$ cat config.mk
export PLATFORM = sky130hd
export DESIGN_NAME = div_unit
export DESIGN_NICKNAME = d
export VERILOG_FILES = /design/src/rtl/div_unit.sv
export SDC_FILE = /design/constraint.sdc
export NUM_CORES = 1
export LEC_CHECK = 0
export BUFFER_PORTS_ARGS = -buffer_cell sky130_fd_sc_hd__buf_2
export CORE_ASPECT_RATIO = 0.6
export CORE_MARGIN = 5
export CORE_UTILIZATION = 50
export DETAILED_ROUTE_END_ITERATION = 10
export PLACE_DENSITY = 0.69
export SETUP_SLACK_MARGIN = 0.2
export SLEW_MARGIN = 20
export SYNTH_ARGS = -nofsm -noshare
export SYNTH_HDL_FRONTEND = slang
export SYNTH_SLANG_ARGS = --single-unit
$ cat constraint.sdc
create_clock -name clk -period 11.7 [get_ports clk]
set_input_delay 3.51 -clock clk [delete_from_list [all_inputs] [get_ports clk]]
set_output_delay 3.51 -clock clk [all_outputs]
set_load 0.005 [all_outputs]
$ cat src/rtl/div_unit.sv
// Multi-cycle radix-2 restoring divider for MIPS DIV/DIVU.
// Produces {remainder, quotient} 33 cycles after accept; divide-by-zero takes 2 cycles.
module div_unit (
   input  logic        clk,
   input  logic        resetn,
   input  logic        start,
   input  logic        signed_div,
   input  logic [31:0] a,
   input  logic [31:0] b,
   input  logic        annul,
   output logic        busy,
   output logic        ready,
   output logic [63:0] result
);

   typedef enum logic [1:0] {
      S_IDLE    = 2'd0,
      S_DIVZERO = 2'd1,
      S_ON      = 2'd2,
      S_END     = 2'd3
   } state_t;

   state_t      state_r;
   logic [4:0]  cnt_r;
   logic [64:0] w_r;
   logic [31:0] divisor_r;
   logic [31:0] a_r;
   logic        signed_r;
   logic        sign_a_r;
   logic        sign_b_r;
   logic        busy_r;
   logic        ready_r;
   logic [63:0] result_r;

   logic [31:0] abs_a_s;
   logic [31:0] abs_b_s;
   logic [64:0] w_shift_s;
   logic [64:0] w_next_s;
   logic [31:0] quo_fix_s;
   logic [31:0] rem_fix_s;

   function automatic logic [31:0] negate_if(input logic neg, input logic [31:0] v);
      if (neg) begin
         return (~v) + 32'd1;
      end else begin
         return v;
      end
   endfunction

   // Operand magnitudes for the accept edge; unsigned operands pass through untouched
   always_comb begin
      abs_a_s = negate_if(signed_div & a[31], a);
      abs_b_s = negate_if(signed_div & b[31], b);
   end

   // One restoring iteration plus the sign fix-up of its outcome
   always_comb begin
      w_shift_s = {w_r[63:0], 1'b0};
      w_next_s  = w_shift_s;
      if (w_shift_s[64:32] >= {1'b0, divisor_r}) begin
         w_next_s[64:32] = w_shift_s[64:32] - {1'b0, divisor_r};
         w_next_s[0]     = 1'b1;
      end else begin
         w_next_s = w_shift_s;
      end
      quo_fix_s = negate_if(signed_r & (sign_a_r ^ sign_b_r), w_next_s[31:0]);
      rem_fix_s = negate_if(signed_r & sign_a_r, w_next_s[63:32]);
   end

   // Control FSM with registered busy/ready/result
   always_ff @(posedge clk or negedge resetn) begin
      if (!resetn) begin
         state_r   <= S_IDLE;
         cnt_r     <= 5'd0;
         w_r       <= 65'd0;
         divisor_r <= 32'd0;
         a_r       <= 32'd0;
         signed_r  <= 1'b0;
         sign_a_r  <= 1'b0;
         sign_b_r  <= 1'b0;
         busy_r    <= 1'b0;
         ready_r   <= 1'b0;
         result_r  <= 64'd0;
      end else begin
         ready_r <= 1'b0;
         case (state_r)
            S_IDLE: begin
               if (start && !annul) begin
                  signed_r  <= signed_div;
                  sign_a_r  <= a[31];
                  sign_b_r  <= b[31];
                  a_r       <= a;
                  divisor_r <= abs_b_s;
                  w_r       <= {33'd0, abs_a_s};
                  cnt_r     <= 5'd0;
                  busy_r    <= 1'b1;
                  state_r   <= (b == 32'd0) ? S_DIVZERO : S_ON;
               end else begin
                  busy_r  <= 1'b0;
                  state_r <= S_IDLE;
               end
            end
            S_DIVZERO: begin
               if (annul) begin
                  busy_r  <= 1'b0;
                  state_r <= S_IDLE;
               end else begin
                  result_r <= {a_r, 32'hFFFF_FFFF};
                  ready_r  <= 1'b1;
                  state_r  <= S_END;
               end
            end
            S_ON: begin
               if (annul) begin
                  busy_r  <= 1'b0;
                  state_r <= S_IDLE;
               end else begin
                  w_r   <= w_next_s;
                  cnt_r <= cnt_r + 5'd1;
                  if (cnt_r == 5'd31) begin
                     result_r <= {rem_fix_s, quo_fix_s};
                     ready_r  <= 1'b1;
                     state_r  <= S_END;
                  end else begin
                     state_r <= S_ON;
                  end
               end
            end
            S_END: begin
               busy_r  <= 1'b0;
               state_r <= S_IDLE;
            end
            default: begin
               busy_r  <= 1'b0;
               state_r <= S_IDLE;
            end
         endcase
      end
   end

   assign busy   = busy_r;
   assign ready  = ready_r;
   assign result = result_r;

endmodule

==> out/metrics.csv, run 1 <==
stage,metric,value,unit
run_status,status,"finished, final reports clean",
routing,1st-pass router iterations,8,
routing,Routed Antenna Nets,0,
layout,area grow syn2layout,11.4,%
clock_network,CTS Root Cell,clkbuf_16,
synth,Yosys reg bits,203,
synth,Post-synth EDFFs,0,
global_route,grt ovf,0,
global_route,initial antenna violation count,3,
placed_design,GPL Wtd Cong,0.987,
floorplanning,Die Wd,222,µm
clock_network,CTS tree,done,
layout,fin nets,1823,
synth,Synth Area per Inst,8.24,µm²
floorplanning,core outline area,26500,µm²
synth,Adder-Cell Fraction of Synth Area,0.0396,
power,Lkg Pwr,6.85,nW
worst_hold_path,HP Class,flop to flop,
synth,post-synth top area share,0.377,
routing,drt wl/cell,21.4,µm
layout,fin util,0.566,
synth,async set-or-reset flop fraction in the synthesized netlist,1.00,
placed_design,PortBufs,134,
job,max cap viols,0,
floorplanning,Rows,46,
synth,post-synth top area cell,dfrtp_1,
floorplanning,Die Height,137,µm
timing,"Slew Viols, Final",0,
routing,# DRC,0,
power,worst vdd ir,0.0878,mV
global_route,GR Util All Layers,0.287,
critical_path,CP cell instances,"buf_2, nor3_1, nand3_1, nor2_1, nand2_1, nor4_1, nor3b_1, nand2_1, nor4_1, a21oi_1, xnor2_1, o22ai_1",
clock_network,CTS Buf Count,21,
synth,main combinational cell family by area after synthesis,compound AO/OA/AOI/OAI gates,
layout,share of layout cells above drive strength 1,0.130,
global_route,first-pass GRT wire length,69100,µm
critical_path,Worst Path Arrival,6.49,ns
critical_path,crit path launch type,input port,
critical_path,crit-path max FO,4,
timing,Fin Setup TNS,0,ns
synth,Area contributors post-synth,"dfrtp_1 38%, nand2_1 6.7%, a21oi_1 6.1%",
clock_network,depth of the CTS H-tree,1,
synth,xor and xnor fraction of the mapped netlist area,0.0937,
timing,unrepaired setup endpoints after global routing,false,
synth,Synth Area in Simple Gates,0.197,
clock_network,Post-CTS Setup Bufs,0,
layout,most frequent cells in the layout,"241 x nand2_1, 203 x dfrtp_1, 162 x a21oi_1, 152 x nor2_1, 146 x o21ai_0",
synth,post-synthesis cell area,13500,µm²
synth,syn nets,1745,
critical_path,"slowest stage cell, crit path",nor4_1,
synth,top_reg_cell synth,dfrtp_1,
timing,clock skew,0.0278,ns
routing,via count,12954,
timing,fin crit period,6.05,ns
power,pwr dens,150,nW/µm²
clock_network,clk_lat worst skew,0.53,ns
placed_design,HPWL Detailed,33400,µm
timing,Worst-Margin Slew,1.19,ns
global_route,largest net degree at the start of global routing,83,
synth,post-synthesis mux area share,0.0119,
floorplanning,area of the die,30400,µm²
routing,first-iteration detailed-routing DRC count,1493,
power,total chip power,2.26,mW
floorplanning,Initial Util,0.508,
layout,most common library cell in the layout ignoring fill and taps,nand2_1,
synth,complex-gate fraction of the synthesized area,0.235,
critical_path,WS Path Type,input port to flop,
clock_network,cts-stage hold buffer count,0,
timing,Final period util,0.517,
critical_path,Required @ worst endpoint,12.14,ns
synth,"Seq/Total Area, Yosys",0.377,
timing,relative slew slack,0.206,
routing,Post-Route WL,44600,µm
critical_path,CP Capture Type,flop,
clock_network,CTS Buffer Depth,3,
timing,# setup viols final,0,
timing,Fin. Hold Viols,0,
clock_network,clk sink count,203,
global_route,number of global-route vias before repair,12002,
floorplanning,io pins,135,
synth,Syn. warnings,0,
layout,Filler cells,2482,
timing,Fmax,0.165,GHz
synth,Unique masters post-synth,89,
critical_path,CP peak stage delay,0.55,ns
timing,worst hold slack,0.470,ns
layout,Reg area,5080,µm²
routing,DR vias/cell,6.21,
layout,Multi-input gate area,7800,µm²
synth,Mapped Cells,1634,
clock_network,"Reg clk slew, reported paths",0.06,ns
clock_network,cts repair resizes,0,
-- power breakdown --
group          switching (mW)  internal [mW]  total, mW
Combinational           0.475          0.257      0.732
Clock                   0.294          0.368      0.662
Sequential             0.0794          0.782      0.862
-- Yosys cell counts (8+ instances only) --
| library cell | n |
|---|---|
| or3_1 | 17 |
| a31oi_1 | 19 |
| inv_1 | 57 |
| a21o_1 | 26 |
| nor2_1 | 154 |
| o22ai_1 | 31 |
| nand2_1 | 241 |
| xnor2_1 | 80 |
| mux2i_1 | 16 |
| o31ai_1 | 17 |
| clkbuf_1 | 68 |
| buf_2 | 15 |
| nand4_1 | 12 |
| nor4_1 | 20 |
| or4_1 | 8 |
| xor2_1 | 64 |
| o21a_1 | 8 |
| o21ai_0 | 146 |
| a21oi_1 | 164 |
| nand3_1 | 14 |
| and3_1 | 9 |
| nor3_1 | 27 |
| ha_1 | 41 |
| and2_1 | 14 |
| dfrtp_1 | 203 |
| nand2b_1 | 10 |
-- metrics by stage --
step / instance area, µm² / worst slack [ns] / std cells
2_1_floorplan: 13500 / 6.03 / 1634
3_3_place_gp: 14300 / 5.39 / 2049
3_5_place_dp: 14300 / 5.24 / 2049
4_1_cts: 15000 / 5.77 / 2085
5_1_grt: 15000 / 5.27 / 2086
6_report: 15000 / 5.65 / 2086
-- kinds of logic (layout without fill, tap and decap cells) --
logic type               count (synthesis)  in the layout
adder cells (fa/ha/maj)                 42             42
AND/OR/NAND/NOR                        570            570
multiplexers                            16             16
buffers and inverters                  150            241
AO/OA/AOI/OAI                          509            509
XOR/XNOR                               144            144
flip-flops                             203            203
other                                    0              1
-- sequential cells by signal (all words and copies together) (netlist names) --
signal	count
a_r	32
result	64
ready	1
cnt_r	5
signed_r	1
divisor_r	32
w_r	64
state_r	2
sign_b_r	1
busy	1
-- layer usage --
layer / up-vias / track usage / wire length [µm]
li1: 5941 / - / -
met1: 6267 / 0.447 / 20800
met5: - / 0 / 14
met2: 684 / 0.373 / 17100
met4: 4 / 0.0503 / 724
met3: 58 / 0.113 / 5970
-- cell type report --
class | instances | share of cell area
clock inverter | 7 | 0.00317
sequential | 203 | 0.339
inverter | 58 | 0.0145
clock buffer | 29 | 0.0411
antenna | 1 | 0.000167
timing repair buffer | 147 | 0.0518
multi-input combinational | 1281 | 0.520
tap | 360 | 0.0300
-- path summary, 6_finish.rpt --
kind	from	end	slack [ns]	cells past startpoint
max in group asynchronous	resetn	w_r[54]	6.59	3
min reg2reg	result[37]	result[37]	0.47	1
max reg2reg	divisor_r[26]	result[62]	6.13	18
max	a[3]	w_r[29]	5.65	12
min	result[37]	result[37]	0.47	1
min in group asynchronous	resetn	divisor_r[8]	3.01	1
-- worst max-delay path, delay by kind of cell --
kind | cells | cell delay [ns]
AND/OR/NAND/NOR | 8 | 2.34
AO/OA/AOI/OAI | 2 | 0.35
XOR/XNOR | 1 | 0.17
buffers and inverters | 1 | 0.13
Power figures use the tool's default switching activity.
==> inputs of run 2 (changes only) <==
--- a/config.mk
+++ b/config.mk
@@ -10,7 +10,7 @@
 export CORE_MARGIN = 5
 export CORE_UTILIZATION = 50
 export DETAILED_ROUTE_END_ITERATION = 10
-export PLACE_DENSITY = 0.69
+export PLACE_DENSITY = 0.72
 export SETUP_SLACK_MARGIN = 0.2
 export SLEW_MARGIN = 20
 export SYNTH_ARGS = -nofsm -noshare
==> constraint.sdc (replaced) <==
create_clock -name clk -period 5.36 [get_ports clk]
set_input_delay 1.608 -clock clk [delete_from_list [all_inputs] [get_ports clk]]
set_output_delay 1.608 -clock clk [all_outputs]
set_load 0.005 [all_outputs]
==> run 2 against run 1 <==
Against the previous run: total power up 120%; count of clock-buffer cells in the layout shrank 3; register-to-register slack worse by 5.7 ns; utilization grew 0.55 points; clock skew down 0.017 ns; global-route usage is 1.6 points higher; critical path depth up 6; via count fell by 0.57%; first-iteration DRC count increased by 20%.
==> out/metrics.csv, run 2 (same netlist as run 1, synthesis figures left out) <==
stage,metric,value,unit,change
floorplanning,Rows,46,,unchanged
routing,DR vias/cell,6.14,,was 6.21
routing,# DRC,0,,unchanged
global_route,first-pass GRT wire length,72300,µm,"was 69,100 µm"
timing,worst hold slack,0.474,ns,was 0.470 ns
floorplanning,Die Wd,222,µm,unchanged
job,max cap viols,0,,unchanged
timing,Fin. Hold Viols,0,,unchanged
power,pwr dens,332,nW/µm²,was 150 nW/µm²
global_route,met2 usage in global routing,0.393,,was 0.373
global_route,met3 usage,0.110,,was 0.113
layout,most common library cell in the layout ignoring fill and taps,nand2_1,,unchanged
layout,area grow syn2layout,12.4,%,was 11.4%
critical_path,WS Path Type,flop to flop,,was input port to flop
critical_path,CP cell instances,"ha_1, a21oi_1, o21ai_2, a211oi_2, o311ai_4, or2_1, inv_2, buf_8, ha_1, and2_1, nand2b_1, or4_1, nor4_1, buf_4, nand3b_1, o21ai_0, xor2_1, a21oi_1",,"was buf_2, nor3_1, nand3_1, nor2_1, nand2_1, nor4_1, nor3b_1, nand2_1, nor4_1, a21oi_1, xnor2_1, o22ai_1"
global_route,number of global-route vias before repair,12182,,"was 12,002"
layout,Multi-input gate area,7820,µm²,was 7800 µm²
global_route,largest net degree at the start of global routing,114,,was 83
layout,post-route cell area,15100,µm²,"was 15,000 µm²"
critical_path,flop2flop setup slack,0.46,ns,was 6.13 ns
routing,first-iteration detailed-routing DRC count,1794,,"was 1,493"
timing,"Slew Viols, Final",0,,unchanged
placed_design,cell count after placement,2062,,"was 2,049"
critical_path,crit-path max FO,32,,was 4
critical_path,crit path launch type,flop,,was input port
timing,Fin Setup TNS,0,ns,unchanged
timing,clock skew,0.0108,ns,was 0.0278 ns
placed_design,Area after DPL,14400,µm²,"was 14,300 µm²"
global_route,met1 Use GR,0.481,,was 0.447
global_route,grt ovf,0,,unchanged
layout,Antenna diodes,0,,was 1
clock_network,Post-CTS Setup Bufs,0,,unchanged
clock_network,depth of the CTS H-tree,1,,unchanged
critical_path,Worst Path Arrival,5.28,ns,was 6.49 ns
critical_path,CP peak stage delay,0.53,ns,was 0.55 ns
global_route,GR peak layer,met1,,unchanged
clock_network,clk sink count,203,,unchanged
clock_network,clk_lat worst skew,0.52,ns,was 0.53 ns
placed_design,Post-Place Setup Slack,0.452,ns,was 5.24 ns
layout,share of layout cells above drive strength 1,0.140,,was 0.130
worst_hold_path,HP Class,flop to flop,,unchanged
run_status,status,"finished, final reports clean",,unchanged
critical_path,CP Capture Type,flop,,unchanged
routing,via count,12880,,"was 12,954"
layout,fin nets,1836,,"was 1,823"
clock_network,"Reg clk slew, reported paths",0.07,ns,was 0.06 ns
floorplanning,io pins,135,,unchanged
floorplanning,Die Height,137,µm,unchanged
timing,relative slew slack,0.315,,was 0.206
layout,fin cells,2098,,"was 2,086"
routing,Routed Antenna Nets,0,,unchanged
clock_network,CTS Root Cell,clkbuf_16,,unchanged
power,Lkg Pwr,6.93,nW,was 6.85 nW
placed_design,GPL Wtd Cong,0.987,,about the same
floorplanning,core outline area,26500,µm²,unchanged
timing,fin crit period,4.90,ns,
floorplanning,area of the die,30400,µm²,unchanged
clock_network,CTS tree,done,,unchanged
timing,Final period util,0.915,,
placed_design,HPWL Detailed,35300,µm,"was 33,400 µm"
routing,drt wl/cell,22.1,µm,was 21.4 µm
placed_design,PortBufs,134,,unchanged
timing,Fmax,0.204,GHz,
timing,unrepaired setup endpoints after global routing,false,,unchanged
floorplanning,Initial Util,0.508,,unchanged
timing,Worst-Margin Slew,1.03,ns,was 1.19 ns
critical_path,Required @ worst endpoint,5.74,ns,was 12.14 ns
clock_network,CTS Buffer Depth,3,,unchanged
critical_path,"slowest stage cell, crit path",or4_1,,was nor4_1
clock_network,CTS Buf Count,21,,unchanged
layout,most frequent cells in the layout,"240 x nand2_1, 203 x dfrtp_1, 158 x a21oi_1, 152 x nor2_1, 146 x o21ai_0",,"was 241 x nand2_1, 203 x dfrtp_1, 162 x a21oi_1, 152 x nor2_1, 146 x o21ai_0"
routing,1st-pass router iterations,5,,was 8
layout,Reg area,5080,µm²,unchanged
layout,Filler cells,2456,,"was 2,482"
global_route,initial antenna violation count,1,,was 3
timing,# setup viols final,0,,unchanged
global_route,GR Util All Layers,0.303,,was 0.287
timing,Final WS setup,0.458,ns,was 5.65 ns
power,worst vdd ir,0.198,mV,was 0.0878 mV
routing,Post-Route WL,46400,µm,"was 44,600 µm"
run 2: final cells by class:
type                       instances  area share
sequential                       203       0.336
timing repair buffer             160      0.0583
inverter                          58      0.0144
tap                              360      0.0298
multi-input combinational       1281       0.517
clock buffer                      26      0.0379
clock inverter                    10     0.00736
run 2: layer usage:
metal | vias up | wire length (µm)
met5 | - | 13
met4 | 2 | 650
met3 | 57 | 5690
met2 | 641 | 17500
met1 | 6224 | 22500
li1 | 5956 | -
run 2: worst paths after layout:
check | startpoint | endpoint | cells after the start
worst max-delay path | w_r[51] | result[30] | 18
worst min-delay path | result[49] | result[49] | 1
worst max register to register | w_r[51] | result[30] | 18
worst min register to register | result[49] | result[49] | 1
max in group asynchronous | resetn | w_r[53] | 2
min in group asynchronous | resetn | w_r[40] | 1
run 2: what timing repair did:
item | 4_1_cts | 5_1_grt
hold buffers | 0 | 0
setup endpoints to repair | 0 | 2
gates resized for setup | 0 | 7
run 2: worst max-delay path, delay by kind of cell (launching register included):
family	cells	cell delay [ns]
compound gates	6	1.15
fa+ha+maj	2	0.68
xor+xnor	1	0.18
buf+inv	3	0.57
simple gates	6	1.74
flops	1	0.42
run 2: per-stage QoR:
| step | total power [mW] | utilization |
|---|---|---|
| finish | 5.02 | 0.572 |
| global route | 5.29 | 0.572 |
| CTS | 5.00 | 0.571 |
| detailed placement | 3.47 | 0.545 |
| global placement | 3.45 | 0.545 |
| floorplan | 2.97 | - |
run 2: where the power goes:
group	internal (mW)	total (mW)	leakage, nW	switching, mW
combinational	0.572	1.62	4.03	1.05
clock	0.859	1.53	0.331	0.668
sequential	1.71	1.87	2.57	0.168
total	3.14	5.02	6.93	1.88
